--- src/rtl/ota_pkg.sv ---
// Shared definitions for the differential OTA stimulus transmitter.
// Holds the output-driver and modulator state enums plus default sizing.
package ota_pkg;

  localparam int W_DEFAULT    = 8;  // code width, frame = 2^W cycles
  localparam int DEAD_DEFAULT = 1;  // dead-time cycles on polarity change

  // Output driver states: OFF and DEAD keep both pads low.
  typedef enum logic [1:0] {
    OUT_OFF  = 2'd0,
    OUT_POS  = 2'd1,
    OUT_NEG  = 2'd2,
    OUT_DEAD = 2'd3
  } out_state_t;

  // Modulator states.
  typedef enum logic {
    MOD_IDLE = 1'b0,
    MOD_RUN  = 1'b1
  } mod_state_t;

endpackage

--- src/rtl/ota_deadtime_drv.sv ---
// Complementary pad driver with dead-time insertion.
// Turns the modulator bit into p_out/n_out so that the two pads are never
// high in the same cycle; a polarity change passes through DEAD cycles with
// both pads low.
//   clk, rst : clock, asynchronous active-high reset
//   run      : modulator running; low forces OFF on the next edge
//   target   : modulator bit, 1 -> POS, 0 -> NEG
//   p_out    : positive pad drive (Vip)
//   n_out    : negative pad drive (Vin)
module ota_deadtime_drv
  import ota_pkg::*;
#(
  parameter int DEAD = DEAD_DEFAULT
) (
  input  logic clk,
  input  logic rst,
  input  logic run,
  input  logic target,
  output logic p_out,
  output logic n_out
);

  localparam logic [1:0] DEAD_LOAD = (DEAD > 0) ? 2'(DEAD - 1) : 2'd0;

  out_state_t state, state_next;
  logic [1:0] dead_cnt, dead_cnt_next;
  out_state_t tgt;

  always_ff @(posedge clk or posedge rst) begin
    if (rst) begin
      state    <= OUT_OFF;
      dead_cnt <= 2'd0;
    end else begin
      state    <= state_next;
      dead_cnt <= dead_cnt_next;
    end
  end

  always_comb begin
    state_next    = state;
    dead_cnt_next = dead_cnt;
    tgt           = target ? OUT_POS : OUT_NEG;
    if (!run) begin
      // Stopping always wins, even in the middle of a dead window.
      state_next    = OUT_OFF;
      dead_cnt_next = 2'd0;
    end else begin
      case (state)
        OUT_OFF: state_next = tgt;
        OUT_POS, OUT_NEG: begin
          if (tgt != state) begin
            if (DEAD > 0) begin
              state_next    = OUT_DEAD;
              dead_cnt_next = DEAD_LOAD;
            end else begin
              state_next = tgt;
            end
          end
        end
        OUT_DEAD: begin
          // Target is only looked at when the window expires.
          if (dead_cnt == 2'd0) state_next = tgt;
          else                  dead_cnt_next = dead_cnt - 2'd1;
        end
        default: state_next = OUT_OFF;
      endcase
    end
  end

  always_comb begin
    p_out = (state == OUT_POS);
    n_out = (state == OUT_NEG);
  end

endmodule

--- src/rtl/ota_diff_stim_tx.sv ---
// Differential OTA stimulus transmitter.
// Accepts W-bit codes over valid/ready into a pending slot, runs a
// first-order sigma-delta modulator over 2^W-cycle frames (ones per frame
// equal the code), and drives complementary pads through a dead-time driver.
//   clk, rst   : clock, asynchronous active-high reset
//   en         : run enable
//   code_data  : next code; code_valid qualifies it
//   code_ready : pending slot is free
//   p_out/n_out: complementary pad drives (Vip/Vin)
//   busy       : modulator in RUN
//   frame_done : pulse on the last cycle of each frame
//   underrun   : sticky, a frame ended with no pending code
module ota_diff_stim_tx
  import ota_pkg::*;
#(
  parameter int W    = W_DEFAULT,
  parameter int DEAD = DEAD_DEFAULT
) (
  input  logic         clk,
  input  logic         rst,
  input  logic         en,
  input  logic [W-1:0] code_data,
  input  logic         code_valid,
  output logic         code_ready,
  output logic         p_out,
  output logic         n_out,
  output logic         busy,
  output logic         frame_done,
  output logic         underrun
);

  localparam logic [W-1:0] CNT_LAST = {W{1'b1}};

  mod_state_t   state, state_next;
  logic [W-1:0] acc;
  logic [W-1:0] frame_cnt;
  logic [W-1:0] active;
  logic [W-1:0] pending;
  logic         pending_full;
  logic [W:0]   sum;
  logic         mod_bit;
  logic         frame_end;
  logic         start;
  logic         step;
  logic         accept;
  logic         run;

  assign sum        = {1'b0, acc} + {1'b0, active};
  assign mod_bit    = sum[W];
  assign code_ready = !pending_full;
  assign accept     = code_valid && code_ready;
  assign frame_end  = (state == MOD_RUN) && (frame_cnt == CNT_LAST);
  assign start      = (state == MOD_IDLE) && en && pending_full;
  assign step       = (state == MOD_RUN) && en;

  // Modulator state register
  always_ff @(posedge clk or posedge rst) begin
    if (rst) state <= MOD_IDLE;
    else     state <= state_next;
  end

  // Modulator next state
  always_comb begin
    state_next = state;
    case (state)
      MOD_IDLE: if (en && pending_full) state_next = MOD_RUN;
      MOD_RUN:  if (!en)                state_next = MOD_IDLE;
      default:                          state_next = MOD_IDLE;
    endcase
  end

  // Modulator outputs; frame_done ignores en so a frame end still pulses
  // in the same cycle that en drops.
  always_comb begin
    busy       = (state == MOD_RUN);
    frame_done = frame_end;
    run        = step;
  end

  // Control state: accumulator, frame counter, slot flag, underrun.
  // The slot is only set when empty and only cleared when full, so the two
  // updates below never collide.
  always_ff @(posedge clk or posedge rst) begin
    if (rst) begin
      acc          <= '0;
      frame_cnt    <= '0;
      pending_full <= 1'b0;
      underrun     <= 1'b0;
    end else begin
      if (start) begin
        acc          <= '0;
        frame_cnt    <= '0;
        pending_full <= 1'b0;
      end else if (state == MOD_RUN) begin
        if (!en) begin
          acc       <= '0;
          frame_cnt <= '0;
        end else begin
          acc       <= sum[W-1:0];
          frame_cnt <= frame_cnt + 1'b1;
          if (frame_end) begin
            if (pending_full) pending_full <= 1'b0;
            else              underrun     <= 1'b1;
          end
        end
      end
      if (accept) pending_full <= 1'b1;
    end
  end

  // Code registers; contents are meaningless until qualified by the flags.
  always_ff @(posedge clk) begin
    if (accept) pending <= code_data;
    if (start || (step && frame_end && pending_full)) active <= pending;
  end

  ota_deadtime_drv #(
    .DEAD (DEAD)
  ) u_drv (
    .clk    (clk),
    .rst    (rst),
    .run    (run),
    .target (mod_bit),
    .p_out  (p_out),
    .n_out  (n_out)
  );

endmodule

--- config.mk ---
export PLATFORM = sky130hd
export DESIGN_NAME = ota_diff_stim_tx
export DESIGN_NICKNAME = d
export VERILOG_FILES = /design/src/rtl/ota_pkg.sv /design/src/rtl/ota_deadtime_drv.sv /design/src/rtl/ota_diff_stim_tx.sv
export SDC_FILE = /design/constraint.sdc
export NUM_CORES = 1
export LEC_CHECK = 0
export CORE_UTILIZATION = 53
export CTS_BUF_LIST = sky130_fd_sc_hd__clkbuf_4 sky130_fd_sc_hd__clkbuf_8
export DETAILED_ROUTE_END_ITERATION = 16
export PLACE_DENSITY = 0.8
export SYNTH_ARGS = -nofsm -noshare
export SYNTH_HDL_FRONTEND = slang
export SYNTH_HIERARCHICAL = 1
export SYNTH_SLANG_ARGS = --single-unit
--- constraint.sdc ---
create_clock -name clk -period 2.05 [get_ports clk]
set_input_delay 0.41 -clock clk [delete_from_list [all_inputs] [get_ports clk]]
set_output_delay 0.41 -clock clk [all_outputs]
set_load 0.05 [all_outputs]
==> impl_results.md, run 1 <==
* Worst slew pin tran at 500.0 ps
* Starting DRT DRC Count at 88
* Violations in the final reports: setup timing
* Worst Setup Slack, final at -54.75 ps
* Wire length per cell at 15.72 um
* Initial core utilization at 0.5696
* Clock sinks at 39
* Slew Limit Headroom at 0.6661
* Worst R2R End: u_drv/dead_cnt[0]
* Antenna Nets Post-Route at 0
* WP data arrival at 2400 ps
* Unique cell type count in the Yosys netlist at 42
* RR Startpoint: acc[0]
* DP Wirelength at 2946 um
* Worst Setup End Kind: flip-flop
* LEAKAGE at 1.039 nW
* DRC violations left at 0
* Placer Congestion at 0.8176
* Dpl ws at -98.23 ps
* Final Hold Fails at 0
* Core area at 3416 um^2
* Clock slew at reported path FFs at 120 ps
* Crit path largest cell delay at 400 ps
* Port buffer count at 17
* Fmax at 0.4751 GHz
* Critical path's slowest cell: dfrtp_1
* Post-synth EDFFs at 16
* Die area at 3918 um^2
* R2r worst-path depth at 11
* Critical-path cell list: ha_2 -> inv_2 -> fa_2 -> nand2b_4 -> a21oi_4 -> o211ai_1 -> nand2_1 -> and3b_1 -> o211ai_2 -> and3_1 -> a21oi_2
* Clock Latency Late Sink at 360 ps
* Gr usage total at 0.2235
* Vias per cell at 5.934
* Top FF cell, synth: dfrtp_1
* Hold WC Path Type: in -> async
* Antenna violations before repair at 0
* Max FO, Critical Path at 3
* Layout cells sized above 1 at 0.1981
* Gr ovfl total at 0
* Commonest non-fill, non-tap cell in the layout: o21ai_0
* Cts hold-fix bufs at 0
* Vias in the first global route at 1497
* Seq/Total Area, Yosys at 0.5428
* Commonest non-fill, non-tap cells in the layout: 24 x o21ai_0, 22 x dfrtp_1, 18 x buf_4
* Max Transition Viols Final at 0
* Worst vdd ir at 0.0005320 V
* Drt first pass iters at 5
* Worst endpoint required time at 2350 ps
* # rows at 21
* Skew final at 11.04 ps
* Syn Nets at 202
* Yosys warning count at 6
* Final min period at 2105 ps
* Clk root buf: clkbuf_4
* Max cap viols at 0
* Largest net degree at the start of global routing at 20
* FF-to-FF setup slack at -50 ps
* Via count at 1531
* RSZ-0062 raised after global routing: yes
* Fin Setup TNS at -106.3 ps
* Asr flop ratio synth at 0.5897
* End-of-flow core utilization at 0.6945
* Pwr Density at 800.4 nW/um^2
* P&R area growth vs syn at 21.93%
* Fill cells at 260
* Die width at 62.59 um
* Htree depth at 2
* Finish-stage setup viols at 2
* Synth Instances at 176
* CP startpoint kind: flip-flop
* Fin crit share at 1.027
* # diodes at 0
* CTS tree: yes
* Total Wirelength at 4056 um
* I/O pins at 18
* Die Height at 62.59 um
* Critical path class: reg -> reg
* Avg Cell Area, Syn at 11.05 um^2
* Status: finished with violations
* Clk buf depth at 2
* # nets final at 237
* Mapped Area at 1946 um^2
* Flops & latches, synth at 39
* Inserted Clock Buffers at 5
* Global-route wire length before repair at 6541 um
* WHS at 254.5 ps
[Yosys cell counts, types with 3 or more instances]
library cell,number,area share
o21ai_0,24,0.062
a211oi_1,3,0.012
nor2_1,8,0.015
and3_1,3,0.0096
edfxtp_1,16,0.25
nand2_1,13,0.025
inv_1,17,0.033
a31oi_1,3,0.0096
nand4_1,4,0.013
a21oi_1,7,0.018
dfrtp_1,23,0.30
a32o_1,3,0.015
ha_1,13,0.084
[kinds of logic (layout without fill, tap and decap cells)]
kind of cell    Yosys count  after routing  synth area share
compound gates           58             58            0.1955
fa+ha+maj                14             14           0.09389
simple gates             41             41            0.1080
buf+inv                  21             57           0.04373
flops                    39             39            0.5428
mux                       2              2           0.01157
xor+xnor                  1              1          0.004502
[sequential cells by signal (all words and copies together) (netlist names)]
register	count
acc	8
active	8
frame_cnt	8
pending	8
u_drv/dead_cnt	2
u_drv/state	2
busy	1
pending_full	1
underrun	1
[worst max-delay path, delay by kind of cell (launching register included)]
kind	cells	cell delay [ps]
adder cells (fa/ha/maj)	2	560
AO/OA/AOI/OAI	4	420
AND/OR/NAND/NOR	4	630
buffers and inverters	1	40
flip-flops	1	400
[report_power, final]
part           switching, mW  internal [mW]  total [mW]
sequential            0.0622          0.895       0.958
combinational          0.303          0.233       0.536
clock                  0.268          0.137       0.405
total                  0.633           1.27        1.90
[how the worst max path moves through the flow]
stage | start | end | slack (ps) | cells past startpoint
6_report | acc[0] | u_drv/dead_cnt[0] | -50 | 11
5_1_grt | acc[0] | u_drv/dead_cnt[0] | -190 | 11
4_1_cts | acc[0] | u_drv/dead_cnt[0] | -80 | 11
3_5_place_dp | active[0] | u_drv/dead_cnt[0] | -100 | 11
3_3_place_gp | acc[0] | u_drv/dead_cnt[0] | 40 | 11
2_1_floorplan | acc[0] | u_drv/dead_cnt[0] | 40 | 11
[layout make-up]
class	instances	area (um^2)	share of cell area
tap	46	57.56	0.02426
clock inverter	3	25.02	0.01055
timing repair buffer	32	287.8	0.1213
multi-input combinational	116	843.3	0.3555
clock buffer	5	37.54	0.01582
inverter	17	63.81	0.02690
sequential	39	1057	0.4457
[repair_timing]
action / in CTS / in global routing
cloned: 0 / 0
pin swaps: 8 / 3
endpoints found under the setup margin: 3 / 6
resized for setup: 3 / 6
setup buffers: 1 / 4
[through the flow]
step                total power [mW]  instances  area [um^2]
global placement               1.439        245         2240
global route                   2.010        258         2372
floorplan                      1.316        176         1956
CTS                            1.887        254         2313
finish                         1.899        258         2372
detailed placement             1.482        245         2240
[metal layers]
layer	share of wire	up-vias	track usage
met5	0	-	0
met4	0.015	0	0.1279
met3	0.062	11	0.06204
met2	0.54	66	0.3859
met1	0.39	736	0.2454
li1	-	718	-
Power figures use the tool's default switching activity.
==> inputs of run 2 (changes only) <==
--- a/config.mk
+++ b/config.mk
@@ -5,6 +5,8 @@
 export SDC_FILE = /design/constraint.sdc
 export NUM_CORES = 1
 export LEC_CHECK = 0
+export CAP_MARGIN = 0
+export CORE_ASPECT_RATIO = 0.75
 export CORE_UTILIZATION = 53
 export CTS_BUF_LIST = sky130_fd_sc_hd__clkbuf_4 sky130_fd_sc_hd__clkbuf_8
 export DETAILED_ROUTE_END_ITERATION = 16
==> run 2 against run 1 <==
The run still ends with setup timing left. Clock skew shrank 6.0 ps. Power grew 6.9%. Critical path type unchanged. Core utilization grew 1.0 points. Sequential share of layout area shrank 0.47 points. Die area is essentially flat. Worst hold slack gained 89 ps. Cell count grew 1.2%. Largest power group unchanged. Sequential power is essentially flat.
==> impl_results.md, run 2 (synthesized netlist as in run 1, its figures left out) <==
* Status: finished with violations (unchanged)
* Violations in the final reports: setup timing (unchanged)
* Die area at 3920 um^2 (was 3918 um^2)
* Port buffer count at 17 (unchanged)
* DRC violations left at 0 (unchanged)
* Die Height at 54.47 um (was 62.59 um)
* Htree depth at 2 (unchanged)
* Power Total at 2.030 mW (was 1.899 mW)
* Final Hold Fails at 0 (unchanged)
* Total Wirelength at 4079 um (was 4056 um)
* # diodes at 0 (unchanged)
* Clk root buf: clkbuf_8 (was clkbuf_4)
* # rows at 18 (was 21)
* Fmax at 0.4819 GHz (was 0.4751 GHz)
* Die width at 71.96 um (was 62.59 um)
* Layout cells sized above 1 at 0.1896 (was 0.1981)
* Finished layout cell area at 2397 um^2 (was 2372 um^2)
* Core area at 3401 um^2 (was 3416 um^2)
* CP startpoint kind: flip-flop (unchanged)
* Antenna Nets Post-Route at 0 (unchanged)
* Largest net degree at the start of global routing at 20 (unchanged)
* WP data arrival at 2260 ps (was 2400 ps)
* LEAKAGE at 1.039 nW (about the same)
* Via count at 1497 (was 1531)
* Fin crit share at 1.012 (was 1.027)
* Max cap viols at 0 (unchanged)
* Drt first pass iters at 4 (was 5)
* Starting DRT DRC Count at 99 (was 88)
* Critical path's slowest cell: dfrtp_1 (unchanged)
* Final min period at 2075 ps (was 2105 ps)
* Critical-path cell list: ha_2 -> inv_2 -> fa_2 -> nand2b_4 -> a21oi_4 -> o211ai_1 -> nand2_2 -> nor3b_2 -> o211ai_2 -> a21oi_1 -> o21bai_1 (was ha_2 -> inv_2 -> fa_2 -> nand2b_4 -> a21oi_4 -> o211ai_1 -> nand2_1 -> and3b_1 -> o211ai_2 -> and3_1 -> a21oi_2)
* WHS at 343.3 ps (was 254.5 ps)
* Comb power frac at 0.275 (was 0.282)
* Clk network pwr share at 0.255 (was 0.213)
* P&R area growth vs syn at 23.22% (was 21.93%)
* Inserted Clock Buffers at 5 (unchanged)
* Initial core utilization at 0.5721 (was 0.5696)
* DP Area at 2257 um^2 (was 2240 um^2)
* Cts hold-fix bufs at 0 (unchanged)
* Skew final at 5.052 ps (was 11.04 ps)
* Fin Setup TNS at -30.21 ps (was -106.3 ps)
* Max Transition Viols Final at 0 (unchanged)
* Worst Setup Slack, final at -24.96 ps (was -54.75 ps)
* # nets final at 236 (was 237)
* Crit path largest cell delay at 360 ps (was 400 ps)
* Commonest non-fill, non-tap cell in the layout: o21ai_0 (unchanged)
* Critical path class: reg -> reg (unchanged)
* End-of-flow core utilization at 0.7049 (was 0.6945)
* RSZ-0062 raised after global routing: yes (unchanged)
* Pwr Density at 846.7 nW/um^2 (was 800.4 nW/um^2)
* Gr usage total at 0.2337 (was 0.2235)
* Antenna violations before repair at 0 (unchanged)
* Global-route wire length before repair at 6693 um (was 6541 um)
* Finish-stage setup viols at 2 (unchanged)
* Vias per cell at 5.736 (was 5.934)
* Gr ovfl total at 0 (unchanged)
* P_int at 1.379 mW (was 1.265 mW)
* Fill cells at 241 (was 260)
* Sw frac at 0.3207 (was 0.3336)
* CTS tree: yes (unchanged)
* I/O pins at 18 (unchanged)
* Wire length per cell at 15.63 um (was 15.72 um)
* Vias in the first global route at 1470 (was 1497)
* Commonest non-fill, non-tap cells in the layout: 24 x o21ai_0, 22 x dfrtp_1, 16 x inv_1, 16 x edfxtp_1, 16 x buf_4 (was 24 x o21ai_0, 22 x dfrtp_1, 18 x buf_4)
* Placer Congestion at 0.8902 (was 0.8176)
* Register share of total power at 0.471 (was 0.504)
* Slew Limit Headroom at 0.6685 (was 0.6661)
* Max FO, Critical Path at 3 (unchanged)
* Clock Latency Late Sink at 290 ps (was 360 ps)
* Worst vdd ir at 0.0006116 V (was 0.0005320 V)
* Worst slew pin tran at 495.7 ps (was 500.0 ps)
* Worst endpoint required time at 2240 ps (was 2350 ps)
* Worst Setup End Kind: flip-flop (unchanged)
* Hold WC Path Type: in -> async (unchanged)
* P_sw at 0.6509 mW (was 0.6334 mW)
* Clk buf depth at 2 (unchanged)
* Clock slew at reported path FFs at 80 ps (was 120 ps)
* DP Wirelength at 3010 um (was 2946 um)
* Clock sinks at 39 (unchanged)
-- run 2: power by group through the flow --
stage                     Combinational, mW  Clock, mW  Sequential (mW)
after floorplan                       0.357          0            0.958
after global placement                0.483          0            0.962
after detailed placement              0.512          0            0.970
after CTS                             0.541      0.522            0.954
after global routing                  0.613      0.556            0.966
final                                 0.557      0.517            0.956
-- run 2: final timing paths --
path	slack [ps]	endpoint	cells after the start	startpoint
worst max-delay path	-20	u_drv/dead_cnt[1]	11	acc[0]
worst min-delay path	340	u_drv/dead_cnt[0]	2	rst
worst max register to register	-20	u_drv/dead_cnt[1]	11	acc[0]
worst min register to register	420	active[4]	0	pending[4]
max in group asynchronous	1330	frame_cnt[3]	3	rst
min in group clk	420	active[4]	0	pending[4]
-- run 2: repair_timing --
item,4_1_cts,5_1_grt
resized for setup,4,3
buffers inserted,2,2
cloned,0,0
pin swaps,6,1
setup endpoints to repair,3,4
-- run 2: worst max-delay path: cells and delay by family, from the launching register on --
family / cells / cell delay (ps)
compound gates: 5 / 720
simple gates: 3 / 330
fa+ha+maj: 2 / 520
flops: 1 / 360
buf+inv: 1 / 40
-- run 2: area by class of cell --
cell class                      instances  area [um^2]  area share
Sequential cell                        39         1057      0.4410
Multi-Input combinational cell        116        834.6      0.3481
Timing Repair Buffer                   31        290.3      0.1211
Clock buffer                            5        68.82     0.02871
Inverter                               17        63.81     0.02662
Tap cell                               50        62.56     0.02610
Clock inverter                          3        20.02    0.008351
-- run 2: stage by stage --
| stage | instances | setup slack, ps |
|---|---|---|
| detailed placement | 249 | -106.9 |
| CTS | 259 | 2.312 |
| floorplan | 176 | 39.88 |
| global route | 261 | -118.1 |
| finish | 261 | -24.96 |
| global placement | 249 | -29.89 |
-- run 2: metal layers --
metal	track usage	vias to the layer above	wire length, um
met2	0.4088	43	2051
li1	-	715	-
met4	0.1176	0	99
met3	0.05525	14	166
met1	0.2790	725	1762
met5	0	-	0
==> inputs of run 3 (changes only) <==
--- a/config.mk
+++ b/config.mk
@@ -7,10 +7,10 @@
 export LEC_CHECK = 0
 export CAP_MARGIN = 0
 export CORE_ASPECT_RATIO = 0.75
-export CORE_UTILIZATION = 53
+export CORE_UTILIZATION = 60
 export CTS_BUF_LIST = sky130_fd_sc_hd__clkbuf_4 sky130_fd_sc_hd__clkbuf_8
 export DETAILED_ROUTE_END_ITERATION = 16
-export PLACE_DENSITY = 0.8
+export PLACE_DENSITY = 0.86
 export SYNTH_ARGS = -nofsm -noshare
 export SYNTH_HDL_FRONTEND = slang
 export SYNTH_HIERARCHICAL = 1
==> constraint.sdc (replaced) <==
create_clock -name clk -period 2.5 [get_ports clk]
set_input_delay 0.5 -clock clk [delete_from_list [all_inputs] [get_ports clk]]
set_output_delay 0.5 -clock clk [all_outputs]
set_load 0.05 [all_outputs]
==> run 3 against run 2 <==
The run now ends clean. Sequential cell count stayed put. Setup slack improved by 180 ps. Die area fell by 11%. Routed wire length is 10% lower. Core utilization increased by 5.0 points. Power is 16% lower. Cell count shrank 8.4%. Register-to-register slack better by 180 ps. Worst hold slack improved by 79 ps. Sequential share of layout area up 2.2 points. First-iteration DRC count fell by 27%. Largest power group unchanged.
==> impl_results.md, run 3 (synthesized netlist as in run 1, its figures left out) <==
* Port buffer count at 17 (unchanged)
* Inserted Clock Buffers at 5 (unchanged)
* WP data arrival at 2570 ps (was 2260 ps)
* CP Depth at 11 (unchanged)
* Die Height at 51.32 um (was 54.47 um)
* Finish-stage setup viols at 0 (was 2)
* Max cap viols at 0 (unchanged)
* Die width at 67.76 um (was 71.96 um)
* Antenna violations before repair at 0 (unchanged)
* WP buf/inv at 1 (unchanged)
* Commonest non-fill, non-tap cells in the layout: 24 x o21ai_0, 23 x dfrtp_1, 17 x inv_1 (was 24 x o21ai_0, 22 x dfrtp_1, 16 x inv_1, 16 x edfxtp_1, 16 x buf_4)
* R2r worst-path depth at 11 (unchanged)
* Via count at 1454 (was 1497)
* Clock slew at reported path FFs at 80 ps (about the same)
* Antenna Nets Post-Route at 0 (unchanged)
* Gr ovfl total at 0 (unchanged)
* Core area at 3020 um^2 (was 3401 um^2)
* Critical-path cell list: ha_1 -> inv_1 -> fa_1 -> nand2b_2 -> a21oi_2 -> o211ai_1 -> nand2_1 -> and3b_1 -> o211ai_2 -> and3_1 -> a21oi_2 (was ha_2 -> inv_2 -> fa_2 -> nand2b_4 -> a21oi_4 -> o211ai_1 -> nand2_2 -> nor3b_2 -> o211ai_2 -> a21oi_1 -> o21bai_1)
* Fmax at 0.4257 GHz (was 0.4819 GHz)
* Drt first pass iters at 4 (unchanged)
* Detailed route wirelength on metal3 at 181 um (was 166 um)
* Clock sinks at 39 (unchanged)
* CP startpoint kind: flip-flop (unchanged)
* Clk root buf: clkbuf_8 (unchanged)
* DRC violations left at 0 (unchanged)
* Delay-heaviest family, CP: simple AND/OR/NAND/NOR gates (was compound AO/OA/AOI/OAI gates)
* Max Transition Viols Final at 0 (unchanged)
* Starting DRT DRC Count at 72 (was 99)
* Total Wirelength at 3656 um (was 4079 um)
* CTS tree: yes (unchanged)
* Vias per cell at 6.084 (was 5.736)
* Clock Latency Late Sink at 290 ps (about the same)
* Htree depth at 2 (unchanged)
* Skew final at 8.786 ps (was 5.052 ps)
* Commonest non-fill, non-tap cell in the layout: o21ai_0 (unchanged)
* Final Hold Fails at 0 (unchanged)
* # diodes at 0 (unchanged)
* Power Total at 1.698 mW (was 2.030 mW)
* Global-route wire length before repair at 6285 um (was 6693 um)
* P&R area growth vs syn at 17.23% (was 23.22%)
* Cts repair resizes at 0 (was 4)
* Fill cells at 202 (was 241)
* # nets final at 226 (was 236)
* Post-CTS setup buffer count at 0 (was 2)
* Status: complete, no violations (was finished with violations)
* Largest net degree at the start of global routing at 20 (unchanged)
* Metal2 WL at 1832 um (was 2051 um)
* # rows at 17 (was 18)
* Initial core utilization at 0.6442 (was 0.5721)
* Placer Congestion at 0.9025 (was 0.8902)
* Cts hold-fix bufs at 0 (unchanged)
* Layout cells sized above 1 at 0.09453 (was 0.1896)
* Critical path's slowest cell: fa_1 (was dfrtp_1)
* Worst Setup End Kind: flip-flop (unchanged)
* LEAKAGE at 0.9856 nW (was 1.039 nW)
* Max FO, Critical Path at 6 (was 3)
* Fin Setup TNS at 0 ps (was -30.21 ps)
* Worst endpoint required time at 2720 ps (was 2240 ps)
* Critical path class: reg -> reg (unchanged)
* Hold Path Stages at 0
* Die area at 3477 um^2 (was 3920 um^2)
* RSZ-0062 raised after global routing: no (was yes)
* Clk buf depth at 2 (unchanged)
* Crit path largest cell delay at 390 ps (was 360 ps)
* Wire length per cell at 15.30 um (was 15.63 um)
* Hold WC Path Type: reg -> reg (was in -> async)
* Pwr Density at 744.4 nW/um^2 (was 846.7 nW/um^2)
* Worst slew pin tran at 769.9 ps (was 495.7 ps)
* Vias in the first global route at 1430 (was 1470)
* Slew Limit Headroom at 0.4867 (was 0.6685)
* WL met1 at 1612 um (was 1762 um)
* Final min period at 2349 ps (was 2075 ps)
* Max Used Layer: met4 (unchanged)
* Fin crit share at 0.9396 (was 1.012)
* DP Wirelength at 2645 um (was 3010 um)
* Gr usage total at 0.2544 (was 0.2337)
* CP most frequent cell: a21oi_2
* I/O pins at 18 (unchanged)
* Worst vdd ir at 0.0005119 V (was 0.0006116 V)
-- run 3: cell count changes in the layout (fill, tap and decap cells not counted), moves of 2 or more --
cell	previous run	this run
ha_1	11	13
buf_12	2	0
clkdlybuf4s50_1	13	16
buf_4	16	5
ha_2	2	0
-- run 3: area by class of cell --
| class | instances | area (um^2) | area share |
|---|---|---|---|
| clock buffers | 5 | 68.82 | 0.03017 |
| clock inverters | 3 | 42.54 | 0.01865 |
| inverters | 17 | 63.81 | 0.02798 |
| multi-input cells | 116 | 804.5 | 0.3527 |
| flip-flops and latches | 39 | 1056 | 0.4630 |
| well taps | 38 | 47.55 | 0.02084 |
| repair buffers | 21 | 197.7 | 0.08667 |
-- run 3: worst paths after layout --
kind,to,slack [ps],startpoint
min,active[7],420,pending[7]
max,u_drv/dead_cnt[0],150,acc[0]
max reg2reg,u_drv/dead_cnt[0],150,acc[0]
min in group asynchronous,u_drv/state[0],430,rst
min reg2reg,active[7],420,pending[7]
max in group asynchronous,acc[1],1340,rst
-- run 3: power by group --
part | leakage, nW | internal [mW] | total (mW) | switching (mW)
sequential | 0.452 | 0.735 | 0.784 | 0.0493
clock | 0.0562 | 0.297 | 0.515 | 0.217
combinational | 0.478 | 0.164 | 0.399 | 0.235
total | 0.986 | 1.20 | 1.70 | 0.502
-- run 3: per-layer routing --
| layer | GRT usage | vias up |
|---|---|---|
| met5 | 0 | - |
| met1 | 0.3304 | 712 |
| met3 | 0.06250 | 4 |
| met2 | 0.4125 | 42 |
| met4 | 0.08865 | 0 |
| li1 | - | 696 |
-- run 3: through the flow --
step | hold WS, ps | utilization | setup WS (ps) | cells | cell area (um^2)
5_1_grt | 428.5 | 0.7552 | 9.128 | 239 | 2281
6_report | 422.6 | 0.7552 | 150.9 | 239 | 2281
3_5_place_dp | 404.5 | 0.7183 | 205.2 | 231 | 2170
2_1_floorplan | 266.1 | - | 405.5 | 176 | 1946
3_3_place_gp | 400.8 | 0.7183 | 283.5 | 231 | 2170
4_1_cts | 423.2 | 0.7552 | 163.6 | 239 | 2281
